### src/rtl/regfile_writeback_ctrl.sv
// Write-port controller for the 32x32 register file: ALU results take priority,
// long-latency results queue in a small FIFO, and a busy scoreboard drives decode stall.
module regfile_writeback_ctrl #(
  parameter int DEPTH = 4,
  parameter int XLEN  = 32
) (
  input  logic                    clk,
  input  logic                    rst,
  input  logic                    alu_we,
  input  logic [4:0]              alu_rd,
  input  logic [XLEN-1:0]         alu_wd,
  input  logic                    iss_valid,
  input  logic [4:0]              iss_rd,
  input  logic                    ll_valid,
  input  logic [4:0]              ll_rd,
  input  logic [XLEN-1:0]         ll_wd,
  output logic                    ll_ready,
  input  logic [4:0]              rs1,
  input  logic [4:0]              rs2,
  output logic                    stall,
  output logic [31:0]             busy,
  output logic [$clog2(DEPTH):0]  fifo_count,
  output logic [4:0]              A3,
  output logic [XLEN-1:0]         WD3,
  output logic                    WE3
);

  localparam int AW = $clog2(DEPTH);

  logic [4:0]      fifo_rd [DEPTH];
  logic [XLEN-1:0] fifo_wd [DEPTH];
  logic [AW-1:0]   head;
  logic [AW-1:0]   tail;
  logic [AW:0]     count;
  logic            src_ll;
  logic [31:0]     busy_q;
  logic [31:0]     busy_next;
  logic            alu_sel;
  logic            push;
  logic            pop;

  assign ll_ready   = rst && (count < (AW+1)'(DEPTH));
  assign alu_sel    = alu_we && (alu_rd != 5'd0);
  // A handshake with rd=0 completes but stores nothing.
  assign push       = ll_valid && ll_ready && (ll_rd != 5'd0);
  // Pop looks only at the registered count, so a same-edge push is never bypassed.
  assign pop        = rst && !alu_sel && (count != '0);
  assign fifo_count = count;
  assign busy       = busy_q;

  assign stall = ((rs1 != 5'd0) && busy_q[rs1]) ||
                 ((rs2 != 5'd0) && busy_q[rs2]) ||
                 (iss_valid && (iss_rd != 5'd0) && busy_q[iss_rd]);

  // NOTE: every signal assigned in always_comb gets a default first, so no latch is inferred.
  always_comb begin
    busy_next = busy_q;
    if (WE3 && src_ll) busy_next[A3] = 1'b0;
    if (iss_valid && (iss_rd != 5'd0)) busy_next[iss_rd] = 1'b1;
    busy_next[0] = 1'b0;
  end

  // NOTE: sequential state uses non-blocking assignments so all flops update together.
  always_ff @(posedge clk) begin
    if (!rst) begin
      head   <= '0;
      tail   <= '0;
      count  <= '0;
      busy_q <= '0;
    end else begin
      busy_q <= busy_next;
      if (push) tail <= tail + 1'b1;
      if (pop)  head <= head + 1'b1;
      unique case ({push, pop})
        2'b10:   count <= count + 1'b1;
        2'b01:   count <= count - 1'b1;
        default: count <= count;
      endcase
    end
  end

  // NOTE: FIFO storage is not reset; the pointers and count alone decide what is valid.
  always_ff @(posedge clk) begin
    if (push) begin
      fifo_rd[tail] <= ll_rd;
      fifo_wd[tail] <= ll_wd;
    end
  end

  always_ff @(posedge clk) begin
    if (!rst) begin
      A3     <= '0;
      WD3    <= '0;
      WE3    <= 1'b0;
      src_ll <= 1'b0;
    end else if (alu_sel) begin
      A3     <= alu_rd;
      WD3    <= alu_wd;
      WE3    <= 1'b1;
      src_ll <= 1'b0;
    end else if (pop) begin
      A3     <= fifo_rd[head];
      WD3    <= fifo_wd[head];
      WE3    <= 1'b1;
      src_ll <= 1'b1;
    end else begin
      WE3    <= 1'b0;
      src_ll <= 1'b0;
    end
  end

endmodule

### config.mk
export PLATFORM = sky130hd
export DESIGN_NAME = regfile_writeback_ctrl
export DESIGN_NICKNAME = d
export VERILOG_FILES = /design/src/rtl/regfile_writeback_ctrl.sv
export SDC_FILE = /design/constraint.sdc
export NUM_CORES = 1
export LEC_CHECK = 0
export CAP_MARGIN = 30
export CORE_UTILIZATION = 57
export CTS_CLUSTER_DIAMETER = 30
export DETAILED_ROUTE_END_ITERATION = 7
export MAX_ROUTING_LAYER = met4
export PLACE_DENSITY = 0.86
export SLEW_MARGIN = 0
export SYNTH_ARGS = -nofsm -noshare
export SYNTH_HDL_FRONTEND = slang
export SYNTH_SLANG_ARGS = --single-unit
### constraint.sdc
create_clock -name clk -period 7.6 [get_ports clk]
set_input_delay 1.52 -clock clk [delete_from_list [all_inputs] [get_ports clk]]
set_output_delay 1.52 -clock clk [all_outputs]
set_load 0.05 [all_outputs]
==> results by group <==
Place
  • Port bufs: 167
  • HPWL after DPL: 16,000 um
  • # placed instances: 1,031
  • Final Wtd Congestion: 0.902

STA
  • Final setup skew: 0.00712 ns
  • FMAX: 167 MHz
  • # setup viols final: 0
  • Relative slew slack: 38.3%
  • Slew Limit Fails: 0
  • Final setup TNS: 0 ns
  • Final min period: 6.00 ns
  • Final Hold Fails: 0
  • Worst slew pin tran: 0.926 ns
  • Setup repair after global routing missed its margin: no
  • Part of the cycle the worst path needs: 78.9%

Cells and area
  • Net count, final: 942
  • Area Overhead vs Synth: 29.2%
  • Layout cells sized above 1: 15.6%
  • Finished Core Util: 75.6%
  • Final non-filler cell total: 1,085

Setup path
  • Worst path arrival time: 4.48 ns
  • CP endpoint kind: primary output
  • WS Path Type: in -> out
  • Worst Setup Start Kind: input pin
  • Max FO, Critical Path: 11
  • WP data required: 6.08 ns
  • Reg-to-reg slack, setup: 4.51 ns
  • Worst reg-to-reg path cell count: 10
  • Crit Reg-Reg Startpoint: fifo_count[2]
  • Worst reg2reg path endpoint: fifo_count[2]

Routing
  • Via-to-Cell Ratio: 6.28
  • Initial DRC Count: 565
  • Wirelength, routed: 25,300 um
  • Drt drc: 0
  • WL per Instance: 23.3 um
  • Vias: 6,812
  • Drt first pass iters: 5
  • Routed Antenna Nets: 0

Synthesis
  • Synth Area per Inst: 14.3 um2
  • EDFF count, synth: 148
  • FF+latch count, synth: 227
  • Sequential element share of the synthesized area: 62.1%
  • Prevailing post-synth register cell: edfxtp_1
  • Syn_nets: 781
  • Unique masters post-synth: 50
  • Synthesized area: 9710 um2
  • Mapped Cells: 681
  • Post-synthesis async set-or-reset flop share: 0%
  • YS warnings: 0

Clocking
  • Num Clock Sinks: 227
  • Clock latency on the worst-skew pair: 0.53 ns
  • CTS Buf Count: 29
  • # Post-CTS Setup Buffers: 0
  • Root Driver: clkbuf_16
  • CTS H-tree lvls: 1
  • Clock transition at path regs: 0.05 ns
  • CTS Buffer Depth: 3
  • CTS tree: yes
  • Hold_buf cts: 0
  • Post-CTS Resized: 0

Min path
  • Hold Startpoint: WD3[3]
  • Worst hold path type: reg -> reg
  • Endpoint, Worst Hold: WD3[3]
  • Hold Path Cell Cnt: 2

Pwr
  • Int Power: 2.34 mW
  • Switching portion of total power: 24.9%
  • Leakage: 4.08 nW
  • Comb pwr share: 12.2%
  • Clk pwr share: 43.3%
  • Pwr/cell area: 248 nW/um2
  • Sw Pwr: 776 uW
  • Flop pwr share: 44.5%
  • Tot Pwr: 3.11 mW
  • Max VDD drop: 0.256 mV

Job
  • Max_cap viols: 0

Die
  • IO Pins: 169
  • Die extent in y: 132 um
  • Initial Util: 58.5%
  • Rows: 47
  • Die Span X: 132 um
  • Die footprint: 17,600 um2
  • Core box area: 16,600 um2

Global routing
  • Largest net degree at the start of global routing: 78
  • GR Util All Layers: 30.2%
  • Total gr overflow: 0
  • Vias in the first global route: 7,098
  • Initial antenna violation count: 1
  • First-pass GRT wire length: 39,100 um

Run status
  • Run status: completed
==> worst max-delay path: stages <==
cell	delay (ns)
clkdlybuf4s50_1	0.85
mux2i_1	0.25
nor3_1	0.07
or4_1	0.53
a2111oi_0	0.42
nand3_1	0.13
clkdlybuf4s50_1	0.72
==> worst max path at each step <==
| stage | from | cells after the start | slack, ns | endpoint |
|---|---|---|---|---|
| 2_1_floorplan | rs2[2] | 6 | 2.62 | stall |
| 3_3_place_gp | rs1[2] | 7 | 1.57 | stall |
| 3_5_place_dp | rs1[2] | 7 | 1.60 | stall |
| 4_1_cts | rs1[2] | 7 | 1.59 | stall |
| 5_1_grt | rs1[2] | 7 | 1.48 | stall |
| 6_report | rs1[2] | 7 | 1.60 | stall |
==> Yosys cell counts, types with 6 or more instances <==
| master | instances | area [um2] |
|---|---|---|
| a211oi_1 | 27 | 203 |
| nor2_1 | 52 | 195 |
| edfxtp_1 | 148 | 4440 |
| nor3_1 | 6 | 30.0 |
| mux4_2 | 51 | 1150 |
| inv_1 | 10 | 37.5 |
| dfxtp_1 | 79 | 1580 |
| nand2_1 | 46 | 173 |
| nand3_1 | 9 | 45.0 |
| a211oi_2 | 10 | 125 |
| clkbuf_1 | 32 | 120 |
| a21oi_1 | 37 | 185 |
| o21ai_0 | 33 | 165 |
| and2_1 | 6 | 37.5 |
| mux2i_1 | 52 | 521 |
==> state kept, by name, summed over array words and instances (netlist names), named ones only <==
| register | cells |
|---|---|
| fifo_count | 3 |
| WE3 | 1 |
| head | 2 |
| WD3 | 32 |
| tail | 2 |
| fifo_wd | 128 |
| A3 | 5 |
| src_ll | 1 |
| busy | 31 |
| fifo_rd | 20 |
==> kinds of logic after synthesis <==
group,after synthesis,share of synthesized area (%)
AND/OR/NAND/NOR,154,7.62
AO/OA/AOI/OAI,120,8.08
XOR/XNOR,5,0.451
flip-flops,227,62.1
other,1,0.0386
buffers and inverters,58,2.87
multiplexers,110,18.0
adder cells (fa/ha/maj),6,0.851
==> per-stage QoR <==
step	cell area [um2]	hold slack, ns	worst slack [ns]
after floorplan	9710	0.485	2.62
after global placement	11500	0.498	1.57
after detailed placement	11600	0.536	1.60
after CTS	12500	0.557	1.59
after global routing	12500	0.577	1.48
final	12500	0.558	1.60
==> cell usage in the layout (no fill, tap or decap), types with 6 or more instances in the layout <==
cell / synthesis / routed
clkdlybuf4s50_1: 0 / 167
edfxtp_1: 148 / 148
dfxtp_1: 79 / 77
nor2_1: 52 / 52
mux2i_1: 52 / 52
mux4_2: 51 / 51
nand2_1: 46 / 46
a21oi_1: 37 / 37
o21ai_0: 33 / 33
clkbuf_16: 0 / 29
a211oi_1: 27 / 27
inv_1: 10 / 10
a211oi_2: 10 / 10
nand3_1: 9 / 9
clkinvlp_4: 0 / 8
nor3_1: 6 / 6
==> power groups by stage <==
| stage | Sequential, mW | Clock, mW | Combinational, mW |
|---|---|---|---|
| after floorplan | 1.47 | 0 | 0.166 |
| after global placement | 1.41 | 0 | 0.357 |
| after detailed placement | 1.41 | 0 | 0.371 |
| after CTS | 1.39 | 1.36 | 0.379 |
| after global routing | 1.39 | 1.41 | 0.398 |
| final | 1.39 | 1.35 | 0.379 |
==> area by class of cell <==
type / count / area [um2]
clock inverters: 21 / 228
well taps: 220 / 275
diodes: 1 / 2.50
fillers: 958 / 4050
repair buffers: 177 / 1810
multi-input cells: 396 / 3410
inverters: 11 / 41.3
clock buffers: 32 / 747
flip-flops and latches: 227 / 6030
==> metal layers <==
layer / routed length, um / GRT usage (%) / vias up
met5: 0 / - / -
met4: 787 / 12.7 / 0
met3: 2050 / 5.94 / 83
met2: 12400 / 48.3 / 420
met1: 10100 / 37.9 / 3364
li1: - / - / 2945
Power figures use the tool's default switching activity.
